### config.mk
export PLATFORM = sky130hd
export DESIGN_NAME = perm_gen_pipe
export DESIGN_NICKNAME = d
export VERILOG_FILES = /design/src/rtl/perm_gen_pipe.sv
export SDC_FILE = /design/constraint.sdc
export NUM_CORES = 2
export LEC_CHECK = 0
export ABC_AREA = 1
export BUFFER_PORTS_ARGS = -buffer_cell sky130_fd_sc_hd__buf_2
export CORE_MARGIN = 4
export CORE_UTILIZATION = 33
export CTS_BUF_LIST = sky130_fd_sc_hd__clkbuf_4
export DETAILED_ROUTE_END_ITERATION = 8
export HOLD_SLACK_MARGIN = 0.02
export MAX_ROUTING_LAYER = met4
export PLACE_DENSITY_LB_ADDON = 0.05
export SYNTH_ARGS = -nofsm -noshare
export SYNTH_HDL_FRONTEND = slang
export SYNTH_SLANG_ARGS = --single-unit
### constraint.sdc
create_clock -name clk -period 77.7 [get_ports clk]
set_clock_uncertainty 0.1 [all_clocks]
set_input_delay 15.54 -clock clk [delete_from_list [all_inputs] [get_ports clk]]
set_output_delay 15.54 -clock clk [all_outputs]
set_load 0.01 [all_outputs]
### src/rtl/perm_gen_pipe.sv
// rtl/perm_gen_pipe.sv - pipelined keyed rotate-and-stride permutation generator
module perm_gen_pipe #(
   parameter int LOG2N  = 4,
   parameter int STAGES = 8,
   localparam int N     = 1 << LOG2N,
   localparam int PW    = N * LOG2N,
   localparam int CW    = STAGES * LOG2N
) (
   input  logic          clk,
   input  logic          rst,
   input  logic          gen_en,
   output logic          gen_ready,
   input  logic          seed_load,
   input  logic [CW-1:0] seed_in,
   output logic          out_valid,
   input  logic          out_ready,
   output logic [PW-1:0] out_perm,
   output logic [CW-1:0] out_ctr
);

   logic [CW-1:0]     ctr;
   logic              stall;
   logic              accept;
   logic [PW-1:0]     ident;

   logic [PW-1:0]     data_q [STAGES];
   logic [CW-1:0]     tag_q  [STAGES];
   logic [STAGES-1:0] vld_q;
   logic [PW-1:0]     data_d [STAGES];
   logic [CW-1:0]     tag_d  [STAGES];
   logic [STAGES-1:0] vld_d;

   // B[i] = A[(m*i + s) mod N]; m is odd so the mapping is a bijection
   function automatic logic [PW-1:0] shuffle(input logic [PW-1:0]    a,
                                             input logic [LOG2N-1:0] m,
                                             input logic [LOG2N-1:0] s);
      logic [PW-1:0]    b;
      logic [LOG2N-1:0] idx;
      b = '0;
      for (int i = 0; i < N; i++) begin
         idx = m * LOG2N'(i) + s;
         b[i*LOG2N +: LOG2N] = a[int'(idx)*LOG2N +: LOG2N];
      end
      return b;
   endfunction

   assign stall     = out_valid && !out_ready;
   assign gen_ready = !stall;
   assign accept    = gen_en && gen_ready;

   assign out_valid = vld_q[STAGES-1];
   assign out_perm  = data_q[STAGES-1];
   assign out_ctr   = tag_q[STAGES-1];

   always_comb begin
      ident = '0;
      for (int i = 0; i < N; i++)
         ident[i*LOG2N +: LOG2N] = LOG2N'(i);

      vld_d     = '0;
      vld_d[0]  = accept;
      tag_d[0]  = ctr;
      data_d[0] = shuffle(ident, LOG2N'(3 % N), ctr[LOG2N-1:0]);
      for (int k = 1; k < STAGES; k++) begin
         vld_d[k]  = vld_q[k-1];
         tag_d[k]  = tag_q[k-1];
         data_d[k] = shuffle(data_q[k-1], LOG2N'((2*k + 3) % N),
                             tag_q[k-1][k*LOG2N +: LOG2N]);
      end
   end

   // Seed load overrides the increment; an acceptance in the same cycle still used the old ctr
   always_ff @(posedge clk or posedge rst) begin
      if (rst) begin
         ctr   <= '0;
         vld_q <= '0;
         for (int k = 0; k < STAGES; k++) begin
            data_q[k] <= '0;
            tag_q[k]  <= '0;
         end
      end else begin
         if (seed_load)
            ctr <= seed_in;
         else if (accept)
            ctr <= ctr + CW'(1);
         if (!stall) begin
            vld_q <= vld_d;
            for (int k = 0; k < STAGES; k++) begin
               data_q[k] <= data_d[k];
               tag_q[k]  <= tag_d[k];
            end
         end
      end
   end

endmodule

# After elaboration in Yosys (flattened, before gate mapping)
# Cells that the tools add are included.
word_totals:
  register_bits: 808
  latch_bits: 0
  ram_bits: 0
  romBits: 0
  input_bits: 37
  output_inout_bits: 98
  wordCells: 274
  n_memories: 0
classes:
  addsub: 121
  mul: 0
  div: 0
  n_lt_le_gt_ge: 0
  n_eq_ne: 0
  shift: 128
  n_mux: 2
  n_bitwise: 0
  reduce_logical: 5
op_table:
  columns: ["operator", "count"]
  rows:
  - ["$shiftx A64 B7 Y4", 112]
  - ["$shiftx A64 B7 Y4 const A", 16]
  - ["$add A4 B4 Y4 const A", 64]
  - ["$add A3 B4 Y4 const A", 32]
  - ["$add A2 B4 Y4 const A", 16]
  - ["$mux W32", 2]
  - ["$add A1 B4 Y4 const A", 8]
  - ["$add A32 B1 Y32 const B", 1]
  - ["$logic_and A1 B1 Y1", 2]
  - ["$logic_not A1 Y1", 2]
  - ["$reduce_bool A2 Y1", 1]

# Depth between registers and ports, before layout
depth:
  word_depth: 6
  mapped_depth: 13
  mapped_depth_nobuf: 10

# Least setup slack after synthesis
# OpenSTA, ideal clock, no wires.
synth_timing:
  path_type: "input -> output"
  from: "in out_ready"
  to: "out gen_ready"
  arrival_ps: 16317
  required_ps: 62060
  path_slack_ps: 45743
  path_stages: 5
  n_path_buf: 3
  path_cell_list: "nor2_4 inv_2 buf_2 buf_2 buf_1"
synth_via:
  elab_chain_cells: 3
synth_lines:
  columns: ["element", "line", "rtl"]
  rows:
  - ["start, declared", "16", "input logic out_ready,"]
  - ["$logic_not A1 Y1", "47", "assign stall = out_valid && !out_ready;"]
  - ["$logic_and A1 B1 Y1", "47", null]
  - ["$logic_not A1 Y1", null, null]
  - ["end, declared", "12", "output logic gen_ready,"]
# No other way between the ends.

# Final worst setup path
# Same ends and word-level chain as after synthesis.

==> run_results.csv <==
group,metric,value,unit
synthesis,syn_nets,7195,
synthesis,synth_edf_count,0,
sta,rsz0062_at_grt,"false",
clock_tree,cts_tree,"yes",
sta,setup_tns,0,ns
synthesis,yosys_warnings,0,
setup_path,worst-path-stages,4,
setup_path,crit_type,"input port to output port",
drt,drt_iter0_drc,4461,
drt,route.detailed.drc,0,
synthesis,synth.avg_cell_area,6.798,um2
clock_tree,clockRootBuffer,"clkbuf_4",
synthesis,synth.cell_area,48270,um2
finish,final_common_cell,"nand3_1",
synthesis,ys.flop_type,"dfrtp_1",
sta,period_share,41.26,%
setup_path,startpoint_type,"input port",
setup_path,cp_cell_sequence,"buf_2, nor2_4, inv_8, buf_2",
sta,slew_viol_final,0,
setup_path,ff2ff_setup_slack,73.42,ns
floorplanning,fp.coreArea,145600,um2
global_route,grt_max_degree,157,
synthesis,async_reset_ff_share,100.0,%
finish,mostFrequentLayoutCells,"nand3_1, nand2_1, dfrtp_1, clkbuf_4, inv_1",
sta,worstMarginPinSlew,1.236,ns
floorplanning,io_pins,135,
global_route,grt_pass1_wl,286300,um
sta,min_period,32.06,ns
setup_path,worst_setup_path_end_kind,"output port",
floorplanning,die-area,152500,um2
setup_path,cp-endpoint,"gen_ready",
setup_path,reg2reg_depth,8,
drt,routed_wl,185600,um
sta,max_slew_margin,17.18,%
setup_path,critPathTopFamily,"buffers and inverters",
drt,wl_per_cell,20.26,um
sta,holdWs,0.3562,ns
placed_design,gp_congestion,0.9801,
synthesis,synth_simple_gate_area_share,47.85,%
setup_path,cp_slowest_cell,"inv_8",
synthesis,synth_compound_gate_area_share,3.805,%
clock_tree,insertion_delay,1.18,ns
finish,area_delta_synth_final,8.901,%
setup_path,critPathMaxFanout,114,
global_route,antenna_found_initial,3,
clock_tree,cts_buffers,220,
setup_path,critPathBufInv,3,
synthesis,synth_top_family_by_area,"simple AND/OR/NAND/NOR gates",
sta,setup_viol,0,
drt,postRouteAntennaNets,0,
setup_path,rr_startpoint,"vld_q[7]$_DFFE_PP0N_",
setup_path,cp_common_cell,"buf_2",
drt,firstDrtPassIters,6,
global_route,grt_pass1_vias,46960,
synthesis,synth-xor-area-share,1.750,%
clock_tree,cts_resized,0,
sta,hold_viol,0,
floorplanning,chipHeight,390.5,um
flow_run,cap_violations,0,
clock_tree,h-tree-depth,4,
floorplanning,die_width,390.5,um
drt,via_per_inst,5.394,
clock_tree,clock-sinks,750,
placed_design,port-buffer-count,134,
synthesis,synthMuxAreaShare,0,%
finish,drive_above_1_share,9.306,%
placed_design,hpwl,136100,um
synthesis,synth_fa_ha_area_share,1.477,%
clock_tree,clockBufferDepth,3,
synthesis,netlist_instances,7101,
finish,num-nets-final,7156,
synthesis,ys_seq_area_share,38.88,%
sta,clock.fmax,31.19,MHz
synthesis,synth_cell_types,44,
setup_path,cp.required,62.06,ns
floorplanning,rows,140,
floorplanning,start_util,33.16,%
min_path,hold_class,"flop to flop",
clock_tree,post_cts_buffers,0,
setup_path,arrival,16.42,ns
synthesis,synth_seq_cells,750,
clock_tree,cts.clk_slew.worst_paths,0.06,ns
clock_tree,holdBufCountCts,0,
global_route,grt_overflow,0,
setup_path,startpoint,"out_ready",
finish,fin_util,36.11,%
setup_path,r2r-end,"data_q[145]$_DFFE_PP0N_",
setup_path,cpPeakStageDelay,0.42,ns
drt,num_vias,49420,
status,status,"finished clean",
global_route,grt_util_all_layers,24.87,%
-- how the worst min path moves through the flow --
| stage | endpoint | start | cells past startpoint |
|---|---|---|---|
| after floorplan | vld_q[7]$_DFFE_PP0N_ | vld_q[6]$_DFFE_PP0N_ | 2 |
| after global placement | vld_q[2]$_DFFE_PP0N_ | vld_q[1]$_DFFE_PP0N_ | 2 |
| after detailed placement | tag_d[95]$_DFFE_PP0N_ | tag_d[127]$_DFFE_PP0N_ | 2 |
| after CTS | tag_d[103]$_DFFE_PP0N_ | tag_d[135]$_DFFE_PP0N_ | 2 |
| after global routing | tag_d[102]$_DFFE_PP0N_ | tag_d[134]$_DFFE_PP0N_ | 2 |
| final | tag_d[95]$_DFFE_PP0N_ | tag_d[127]$_DFFE_PP0N_ | 2 |
-- area by class of cell --
| type | count | area [um2] |
|---|---|---|
| Fill cell | 15770 | 93000 |
| Multi-Input combinational cell | 5681 | 26490 |
| Sequential cell | 750 | 18780 |
| Clock buffer | 325 | 2440 |
| Tap cell | 1917 | 2399 |
| Timing Repair Buffer | 211 | 1261 |
| Inverter | 198 | 760.7 |
| Clock inverter | 78 | 432.9 |
| Antenna cell | 2 | 5.005 |
-- per-layer routing --
layer / GRT usage [%] / share of wire [%]
met3: 3.377 / 5.0
met2: 38.41 / 45
met4: 9.404 / 3.8
met1: 33.27 / 46
met5: - / 0
-- stage by stage --
step	area [um2]	instances	worst slack (ns)
after floorplan	48270	7101	41.01
after global placement	49690	8757	45.61
after detailed placement	49690	8757	45.61
after CTS	52560	9160	45.62
after global routing	52570	9162	45.57
final	52570	9162	45.64
-- worst reg2reg max path: cells and delay by family (launching register included) --
kind                   cells  cell delay [ns]
buffers and inverters      5             2.97
DFF                        1             0.46
and+or+nand+nor            3             0.64
-- cell usage after synthesis, types with 3 or more instances --
master / n / area, um2
xor2_2: 15 / 244.0
buf_4: 76 / 570.6
ha_1: 57 / 713.2
o22ai_1: 3 / 18.77
buf_2: 128 / 640.6
o211ai_1: 59 / 442.9
nor2_2: 6 / 37.54
a22oi_1: 38 / 285.3
a21oi_2: 4 / 35.03
buf_6: 4 / 45.04
inv_1: 148 / 555.5
or2_2: 3 / 18.77
and2_1: 3 / 18.77
xor2_1: 36 / 315.3
o221ai_1: 4 / 35.03
xnor2_1: 4 / 35.03
nand3_1: 2554 / 12780
nor2_4: 3 / 33.78
nand2_1: 2552 / 9579
dfrtp_1: 750 / 18770
o21ai_1: 19 / 95.09
nor2_1: 123 / 461.7
a21oi_1: 22 / 110.1
nand3_2: 13 / 130.1
clkinv_1: 7 / 26.28
o21ai_2: 4 / 35.03
o21bai_1: 7 / 52.55
inv_2: 42 / 157.7
o21a_1: 8 / 60.06
o21ai_0: 117 / 585.6
a21oi_4: 3 / 48.80
clkbuf_1: 211 / 792.0
buf_1: 52 / 195.2
xnor2_2: 12 / 195.2
-- state kept, by name (all words and copies together), names as in the netlist --
name,flops
tag_d,224
ctr,32
data_q,390
out_perm,64
vld_q,8
out_ctr,32
-- logic make-up (layout without fill, tap and decap cells) --
group | count (synthesis) | count (layout)
compound gates | 292 | 292
flops | 750 | 750
simple gates | 5263 | 5263
buf+inv | 670 | 812
xor+xnor | 69 | 69
fa+ha+maj | 57 | 57
other cells | 0 | 2
Power is left out: the tool's default activity adds up to more than one toggle a clock period on the data nets, which glitch-free logic cannot reach.
